### config.mk
export PLATFORM = sky130hd
export DESIGN_NAME = crc_check
export DESIGN_NICKNAME = d
export VERILOG_FILES = /design/src/rtl/crc_check.sv
export SDC_FILE = /design/constraint.sdc
export NUM_CORES = 1
export LEC_CHECK = 0
export ABC_AREA = 1
export BUFFER_PORTS_ARGS = -buffer_cell sky130_fd_sc_hd__buf_2
export CORE_UTILIZATION = 40
export DETAILED_ROUTE_END_ITERATION = 12
export HOLD_SLACK_MARGIN = 0.1
export PLACE_DENSITY_LB_ADDON = 0.25
export SYNTH_ARGS = -nofsm -noshare
export SYNTH_HDL_FRONTEND = slang
export SYNTH_SLANG_ARGS = --single-unit
export TNS_END_PERCENT = 5
### constraint.sdc
create_clock -name clk -period 7.9 [get_ports clk]
set_clock_uncertainty 0.1 [all_clocks]
set_input_delay 0 -clock clk [delete_from_list [all_inputs] [get_ports clk]]
set_output_delay 0 -clock clk [all_outputs]
set_load 0.02 [all_outputs]
### src/rtl/crc_check.sv
// -----------------------------------------------------------------------------
// crc_check
//
// Purpose:
//   Downstream companion of crc_gen. It compares each frame's computed CRC
//   (crc_gen crc_out / crc_out_vld) against the expected CRC delivered by the
//   framer side-channel, one expected value per frame. Expected CRCs arrive
//   ahead of the computed ones (crc_gen pipeline latency is PIPE_LVL+1 cycles),
//   so they are buffered in an in-order FIFO. Each judged frame produces a
//   registered pass/fail verdict and bumps one of two saturating counters.
//
// Parameters:
//   CRC_WIDTH   width of CRC values (must match crc_gen CRC_WIDTH)
//   FIFO_DEPTH  expected-CRC FIFO entries; power of 2, >= 2, >= PIPE_LVL+2
//   CNT_WIDTH   width of the good/bad frame counters
//
// Ports:
//   clk         clock
//   rst         asynchronous, active-high reset
//   exp_crc     expected CRC of the next frame, in frame order
//   exp_vld     exp_crc valid; accepted when exp_vld & exp_rdy
//   exp_rdy     FIFO can accept an entry (registered, = !full)
//   crc_in      computed CRC from crc_gen
//   crc_in_vld  one-cycle strobe per frame from crc_gen
//   clr_cnt     synchronous clear of good_cnt/bad_cnt
//   res_vld     one-cycle verdict strobe
//   res_pass    verdict: 1 = computed CRC equals expected CRC
//   res_crc     computed CRC of the judged frame
//   res_exp     expected CRC of the judged frame
//   good_cnt    passed frames, saturating
//   bad_cnt     failed frames, saturating
//   err_ovf     sticky: exp_vld while FIFO full (entry dropped)
//   err_udf     sticky: crc_in_vld with no expected CRC available
//
// Optional feature (macro CRC_CHECK_FIRST_FAIL_EN):
//   Adds ff_vld / ff_crc / ff_exp / ff_idx, a capture of the first failing
//   verdict (computed CRC, expected CRC, frame index = good_cnt+bad_cnt before
//   the update). Rearmed by rst or clr_cnt. Without the macro these ports and
//   registers do not exist and all other behaviour is identical.
// -----------------------------------------------------------------------------
module crc_check #(
  parameter int CRC_WIDTH  = 16,
  parameter int FIFO_DEPTH = 4,
  parameter int CNT_WIDTH  = 32
) (
  input  logic                 clk,
  input  logic                 rst,
  input  logic [CRC_WIDTH-1:0] exp_crc,
  input  logic                 exp_vld,
  output logic                 exp_rdy,
  input  logic [CRC_WIDTH-1:0] crc_in,
  input  logic                 crc_in_vld,
  input  logic                 clr_cnt,
  output logic                 res_vld,
  output logic                 res_pass,
  output logic [CRC_WIDTH-1:0] res_crc,
  output logic [CRC_WIDTH-1:0] res_exp,
  output logic [CNT_WIDTH-1:0] good_cnt,
  output logic [CNT_WIDTH-1:0] bad_cnt,
  output logic                 err_ovf,
  output logic                 err_udf
`ifdef CRC_CHECK_FIRST_FAIL_EN
  ,
  output logic                 ff_vld,
  output logic [CRC_WIDTH-1:0] ff_crc,
  output logic [CRC_WIDTH-1:0] ff_exp,
  output logic [CNT_WIDTH-1:0] ff_idx
`endif
);

  // Pointers carry one extra wrap bit so full and empty can be told apart
  // when the index bits match.
  localparam int AW = $clog2(FIFO_DEPTH);

  localparam logic [AW:0]          PTR_ONE = {{AW{1'b0}}, 1'b1};
  localparam logic [CNT_WIDTH-1:0] CNT_ONE = {{(CNT_WIDTH-1){1'b0}}, 1'b1};
  localparam logic [CNT_WIDTH-1:0] CNT_MAX = '1;

  logic [CRC_WIDTH-1:0] mem [FIFO_DEPTH];
  logic [AW:0]          wr_ptr;
  logic [AW:0]          rd_ptr;
  logic [AW:0]          wr_ptr_nxt;
  logic [AW:0]          rd_ptr_nxt;

  logic                 empty;
  logic                 full;
  logic                 full_nxt;
  logic                 push;
  logic                 pop;
  logic                 bypass;
  logic                 verdict;
  logic                 ovf;
  logic                 udf;
  logic                 pass;
  logic [CRC_WIDTH-1:0] exp_sel;

  // ---------------------------------------------------------------------------
  // Handshake decode
  // ---------------------------------------------------------------------------
  always_comb begin
    empty   = (wr_ptr == rd_ptr);
    full    = (wr_ptr[AW] != rd_ptr[AW]) && (wr_ptr[AW-1:0] == rd_ptr[AW-1:0]);

    // An expected CRC arriving together with the computed one on an empty
    // FIFO is judged directly instead of round-tripping through the FIFO.
    bypass  = crc_in_vld & empty & exp_vld;
    pop     = crc_in_vld & ~empty;
    // exp_rdy is only low when full (or for the first cycle out of reset), so
    // a pop in a full cycle still refuses the push; the slot opens next cycle.
    push    = exp_vld & exp_rdy & ~bypass;
    ovf     = exp_vld & full;
    udf     = crc_in_vld & empty & ~exp_vld;
    verdict = pop | bypass;

    exp_sel = bypass ? exp_crc : mem[rd_ptr[AW-1:0]];
    pass    = (crc_in == exp_sel);

    wr_ptr_nxt = push ? wr_ptr + PTR_ONE : wr_ptr;
    rd_ptr_nxt = pop  ? rd_ptr + PTR_ONE : rd_ptr;
    full_nxt   = (wr_ptr_nxt[AW] != rd_ptr_nxt[AW]) &&
                 (wr_ptr_nxt[AW-1:0] == rd_ptr_nxt[AW-1:0]);
  end

  // ---------------------------------------------------------------------------
  // FIFO storage
  // ---------------------------------------------------------------------------
  // NOTE: the storage array has no reset; only the pointers do. Stale entries
  // are unreachable once the pointers are equal, and leaving the array out of
  // the reset lets it map onto plain registers/RAM without a reset fan-out.
  always_ff @(posedge clk) begin
    if (push) begin
      mem[wr_ptr[AW-1:0]] <= exp_crc;
    end
  end

  // NOTE: all sequential state uses non-blocking assignments so every register
  // samples the pre-edge value of every other register.
  always_ff @(posedge clk or posedge rst) begin
    if (rst) begin
      wr_ptr  <= '0;
      rd_ptr  <= '0;
      exp_rdy <= 1'b0;
    end else begin
      wr_ptr  <= wr_ptr_nxt;
      rd_ptr  <= rd_ptr_nxt;
      // Registered from next-state occupancy, so it never depends on the
      // current-cycle inputs; stays low for the first cycle after release.
      exp_rdy <= ~full_nxt;
    end
  end

  // ---------------------------------------------------------------------------
  // Verdict register: result fields hold until the next verdict
  // ---------------------------------------------------------------------------
  always_ff @(posedge clk or posedge rst) begin
    if (rst) begin
      res_vld  <= 1'b0;
      res_pass <= 1'b0;
      res_crc  <= '0;
      res_exp  <= '0;
    end else begin
      res_vld <= verdict;
      if (verdict) begin
        res_pass <= pass;
        res_crc  <= crc_in;
        res_exp  <= exp_sel;
      end
    end
  end

  // ---------------------------------------------------------------------------
  // Saturating frame counters; clr_cnt beats a same-cycle increment
  // ---------------------------------------------------------------------------
  always_ff @(posedge clk or posedge rst) begin
    if (rst) begin
      good_cnt <= '0;
      bad_cnt  <= '0;
    end else if (clr_cnt) begin
      good_cnt <= '0;
      bad_cnt  <= '0;
    end else if (verdict) begin
      if (pass && (good_cnt != CNT_MAX)) begin
        good_cnt <= good_cnt + CNT_ONE;
      end
      if (!pass && (bad_cnt != CNT_MAX)) begin
        bad_cnt <= bad_cnt + CNT_ONE;
      end
    end
  end

  // ---------------------------------------------------------------------------
  // Sticky error flags, cleared only by rst
  // ---------------------------------------------------------------------------
  always_ff @(posedge clk or posedge rst) begin
    if (rst) begin
      err_ovf <= 1'b0;
      err_udf <= 1'b0;
    end else begin
      if (ovf) begin
        err_ovf <= 1'b1;
      end
      if (udf) begin
        err_udf <= 1'b1;
      end
    end
  end

`ifdef CRC_CHECK_FIRST_FAIL_EN
  // ---------------------------------------------------------------------------
  // First-failure capture. The frame index is the count of frames judged
  // since the last clear, taken before this frame is counted (it wraps, it
  // does not saturate).
  // ---------------------------------------------------------------------------
  always_ff @(posedge clk or posedge rst) begin
    if (rst) begin
      ff_vld <= 1'b0;
      ff_crc <= '0;
      ff_exp <= '0;
      ff_idx <= '0;
    end else if (clr_cnt) begin
      ff_vld <= 1'b0;
      ff_crc <= '0;
      ff_exp <= '0;
      ff_idx <= '0;
    end else if (verdict && !pass && !ff_vld) begin
      ff_vld <= 1'b1;
      ff_crc <= crc_in;
      ff_exp <= exp_sel;
      ff_idx <= good_cnt + bad_cnt;
    end
  end
`endif

endmodule

# == Word level (Yosys, flattened, before mapping) ==
# Memories as Yosys holds them, arrays and structs flattened.
# Index checks and enable logic that the tools add are counted.
# totals
regBits,107
ramBits,64
output_inout_bits,101
n_memories,1
# memory_table
memory,depth,word_bits,rd,rd_clocked_by_memory_dff,wr,line,text
mem,4,16,1,0,1,79,logic [CRC_WIDTH-1:0] mem [FIFO_DEPTH];
# classes
n_addsub,4
n_eq_ne,8
n_mux,11
bitwise,12
reduce_logical,10
# ops
cell,count
$mux W32,6
$add A32 B1 Y32 const B,2
$ne A32 B32 Y1 const B,2
$eq A16 B16 Y1,1
$mux W16,1
$and A1 B1 Y1,7
$add A3 B1 Y3 const B,2
$mux W3,2
$reduce_bool A2 Y1,3
$eq A2 B2 Y1,2
$logic_and A1 B1 Y1,4
$not A1 Y1,4
$reduce_and A2 Y1,2
$eq A3 B3 Y1,1
$mux W1,2
$ne A1 B1 Y1,2
$logic_not A1 Y1,1
$or A1 B1 Y1,1

# == Longest topological paths before layout ==
# depth
ltp_word,10
depth_mapped,20
depth_no_buf,18

# == Worst setup path before layout ==
# Ideal clock, no wire load.
# synth_timing
kind,flip-flop to flip-flop
startpoint,reg rd_ptr[0]
endpoint,reg exp_rdy
setup_time_ns,0.127
arrival_ns,2.570
t_required_ns,7.673
setup_slack_ns,5.103
path_stages_with_launch,14
path_buffers,3
path_cell_list,dfrtp_1 -> buf_4 -> inv_2 -> nand2_1 -> nand2_1 -> nor2_2 -> nand4_2 -> buf_4 -> buf_6 -> nand3_1 -> nor2_1 -> xor2_1 -> xor2_1 -> nand3b_1
# synth_via
elab_chain_len,9
word_cells_on_any_way,14
# synth_lines
element,line,text
"start, declared",81,logic [AW:0] rd_ptr;
"start signal, assigned",145,rd_ptr <= rd_ptr_nxt;
$eq A3 B3 Y1,101,empty = (wr_ptr == rd_ptr);
$and A1 B1 Y1 (2 in a row),106,bypass = crc_in_vld & empty & exp_vld;
$not A1 Y1,110,push = exp_vld & exp_rdy & ~bypass;
$and A1 B1 Y1,110,
$mux W3,118,wr_ptr_nxt = push ? wr_ptr + PTR_ONE : wr_ptr;
via wr_ptr_nxt[2],82,logic [AW:0] wr_ptr_nxt;
$ne A1 B1 Y1,120,full_nxt = (wr_ptr_nxt[AW] != rd_ptr_nxt[AW]) &&
$logic_and A1 B1 Y1,120,
$not A1 Y1,148,exp_rdy <= ~full_nxt;
"end signal, assigned",148,
"end, declared",50,"output logic exp_rdy,"
# The timed path passes the listed nets, and every way through them passes these cells.
# A chain may end at the register's enable or synchronous reset.

# == Final worst setup path ==
# layout_timing
startpoint,reg rd_ptr[1]
endpoint,reg bad_cnt[5]
# layout_via
elab_chain_len,9
word_cells_on_any_way,14
# layout_lines
element,line,text
$eq A3 B3 Y1,101,
$and A1 B1 Y1 (2 in a row),106,
$mux W16,115,exp_sel = bypass ? exp_crc : mem[rd_ptr[AW-1:0]];
$eq A16 B16 Y1,116,pass = (crc_in == exp_sel);
$logic_not A1 Y1,185,if (!pass && (bad_cnt != CNT_MAX)) begin
$logic_and A1 B1 Y1,185,
$reduce_bool A2 Y1 (no line),--,
$reduce_and A2 Y1 (no line) *,--,
"end signal, assigned",186,bad_cnt <= bad_cnt + CNT_ONE;
"end, declared",59,"output logic [CNT_WIDTH-1:0] bad_cnt,"
# Mark *: on every way between the ends. The rest lies on a longest branch, timed or not.

==> reports/qor.csv <==
stage,metric,value,unit
drt,post_drt_wl_per_cell,15.22,µm
yosys,syn_nets,1213,
die,die_x,153.7,µm
setup_path,crit_chain,inv_4 > nand2_1 > nand2_1 > nor2_2 > nand4_2 > nand2_2 > inv_1 > buf_4 > a21oi_4 > buf_4 > nand3_1 > nand2_1 > nand2_1 > nor2_1,
yosys,synth_area,9201,µm²
timing,worst_pin_slew,1.102,ns
place,dp.cells,1546,
drt,viasPerCell,5.087,
yosys,synth_edf_count,64,
timing,final-hold-violation-count,0,
yosys,synth.top_cell.area_share,29.10,%
drt,wl_met1,11.91,mm
drt,drt_iter0_markers,488,
setup_path,crit_path_max_incr_delay,0.91,ns
global_routing,grt_pass1_vias,7598,
die,io-pin-count,138,
yosys,synth_top_cell_by_area,dfrtp_1,
setup_path,cp.required,8.16,ns
yosys,synthArstFlopShare,62.57,%
yosys,seq_area_frac_synth,49.99,%
yosys,synthFlopType,dfrtp_1,
clocking,clockBufferDepth,2,
place,portBuffers,137,
global_routing,gr-usage-all-layers,21.35,%
cells_and_area,antennaDiodeCount,0,
setup_path,endpoint_kind,register,
global_routing,grt.overflow.total,0,
die,rows,55,
timing,relSlewSlack,26.30,%
worst_hold_path,hp-class,in2async,
power_and_ir_drop,p_per_area,287.8,nW/µm²
drt,antenna_left,0,
yosys,post-synth-top-count-cell,nand2_1,
clocking,clkLatencyLatePin,0.44,ns
die,dieHeight,153.7,µm
clocking,clk_pin_slew,0.08,ns
drt,vias,8215,
clocking,cts_inserted_buffers,17,
drt,finalWirelength,24.58,mm
die,core,22570,µm²
yosys,synthTopCellsByCount,"nand2_1 (315), nand3_1 (170), nor2_1 (130)",
clocking,clock_sinks,171,
cells_and_area,drive_gt1_share,15.94,%
drt,topRoutingLayerUsed,met4,
setup_path,start_kind,register,
timing,finalMaxSlewViolations,0,
drt,dr_wl_met2,11.24,mm
die,start_util,40.76,%
yosys,synthTopCellsByArea,"dfrtp_1 (29%), edfxtp_1 (21%), nand2_1 (13%)",
global_routing,grt_max_degree,62,
die,die_area,23610,µm²
clocking,clock-root-buffer,clkbuf_16,
power_and_ir_drop,clockPowerShare,26.7,%
power_and_ir_drop,p_int,1898,µW
timing,timing.final.crit_share,62.66,%
global_routing,antenna_found_initial,0,
timing,finalSetupViolCount,0,
timing,finalCriticalPeriod,4.950,ns
cells_and_area,final_nets,1361,
power_and_ir_drop,worst_ir_drop_vdd,151.4,µV
drt,drc,0,
clocking,cts_resized,0,
power_and_ir_drop,pwr-share-comb,34.8,%
power_and_ir_drop,seq_power_share,38.5,%
setup_path,arrival,5.21,ns
power_and_ir_drop,switching_power,1269,µW
timing,fin_tns_setup,0,ns
clocking,cts_tree,built,
place,hpwl,16.23,mm
setup_path,worstSetupPathType,reg2reg,
clocking,htreeDepth,4,
clocking,cts_setup_buffers,0,
yosys,avgSynthCellArea,7.871,µm²
flow_run,timing.max_cap.violations,0,
place,place_congestion,0.8269,
yosys,synth_cells,1169,
power_and_ir_drop,switching_share,40.06,%
setup_path,cp_max_fo,39,
drt,dr.pass1.iters,7,
drt,wl_met3,1.147,mm
outcome,outcome,finished clean,
timing,rsz0062_at_grt,false,
yosys,ys_types,42,
cells_and_area,fin_cells,1615,
global_routing,grt_pass1_wl,39.77,mm
power_and_ir_drop,leakage,0.005256,µW
cells_and_area,syn_to_final_growth,19.58,%
yosys,ys_seq_elements,171,
yosys,yosysWarnings,0,
timing,fmax,0.2020,GHz
setup_path,cpMaxStageDelayCell,dfrtp_1,
setup_path,cpMostUsedCell,nand2_1,
## final cells by class
type / count / area, µm²
fillers: 2200 / 11570
flip-flops and latches: 171 / 4599
well taps: 285 / 356.6
inverters: 136 / 515.5
clock buffers: 18 / 429.2
multi-input cells: 807 / 3811
clock inverters: 14 / 160.2
repair buffers: 184 / 1131
## power groups by stage
stage	Clock, µW	Combinational (µW)	Sequential [µW]
2_1_floorplan	0	697	1300
3_3_place_gp	0	1070	1240
3_5_place_dp	0	1090	1230
4_1_cts	863	1110	1220
5_1_grt	903	1240	1230
6_report	845	1100	1220
## cells by family (layout without fill, tap and decap cells)
family,count (synthesis),after routing,share of synthesized area (%)
AOI/OAI and AO/OA,67,67,4.188
DFF,171,171,49.99
adders and majority gates,7,7,0.9518
xor gates and xnor gates,25,25,2.380
and+or+nand+nor,708,708,33.82
buffers and inverters,191,352,8.676
## per-stage QoR
step                      setup slack [ns]  hold WS (ns)  util [%]  total power, µW  cell area [µm²]
after floorplan                      4.983     -0.001131         -             2002             9201
after global placement               3.239       0.02387     44.50             2308            10040
after detailed placement             3.050       0.02688     44.50             2320            10040
after CTS                            2.987        0.1011     48.75             3189            11000
after global routing                 2.377        0.1538     48.75             3381            11000
final                                2.950       0.09216     48.75             3166            11000
## per-layer routing
layer | vias to the layer above | global-route usage (%)
met5 | - | 0
met4 | 0 | 6.095
met3 | 17 | 4.312
met2 | 198 | 33.46
met1 | 3877 | 29.91
li1 | 4123 | -
## layout by cell type (no fill, tap or decap), types with 8 or more instances in the layout
cell type,n
dlygate4sd3_1,37
edfxtp_1,64
xor2_1,17
nand4_1,36
nor2_1,130
dfrtp_1,107
nand2_1,315
nor3_1,24
a31oi_1,15
nand3_1,170
clkbuf_16,17
inv_2,15
o21ai_0,31
xnor2_1,8
inv_1,112
buf_4,10
buf_2,137
## flip-flops by register name (all words and copies together), names as in the netlist
signal,count
bad_cnt,32
err_ovf,1
err_udf,1
exp_rdy,1
good_cnt,32
mem,64
rd_ptr,3
res_crc,16
res_exp,16
res_pass,1
res_vld,1
wr_ptr,3
## final timing paths
kind,startpoint,end,slack [ns],cells after the start
worst max register to register,rd_ptr[1],bad_cnt[5],2.95,14
max in group asynchronous,rst,bad_cnt[9],6.36,4
worst min-delay path,rst,good_cnt[6],0.09,3
min in group clk,exp_crc[7],mem[3][7],0.26,2
worst max-delay path,rd_ptr[1],bad_cnt[5],2.95,14
worst min register to register,err_udf,err_udf,0.38,1
## what timing repair did
| item | 4_1_cts | 5_1_grt |
|---|---|---|
| hold endpoints to repair | 158 | 0 |
| hold buffers | 37 | 0 |
| setup endpoints to repair | 0 | 0 |
## worst max-delay path, delay by kind of cell, from the launching register on
kind	cells	cell delay, ns
AND/OR/NAND/NOR	9	2.28
flip-flops	1	0.91
buffers and inverters	4	1.06
AO/OA/AOI/OAI	1	0.48
Note: power is estimated with default switching activity, not from simulation.
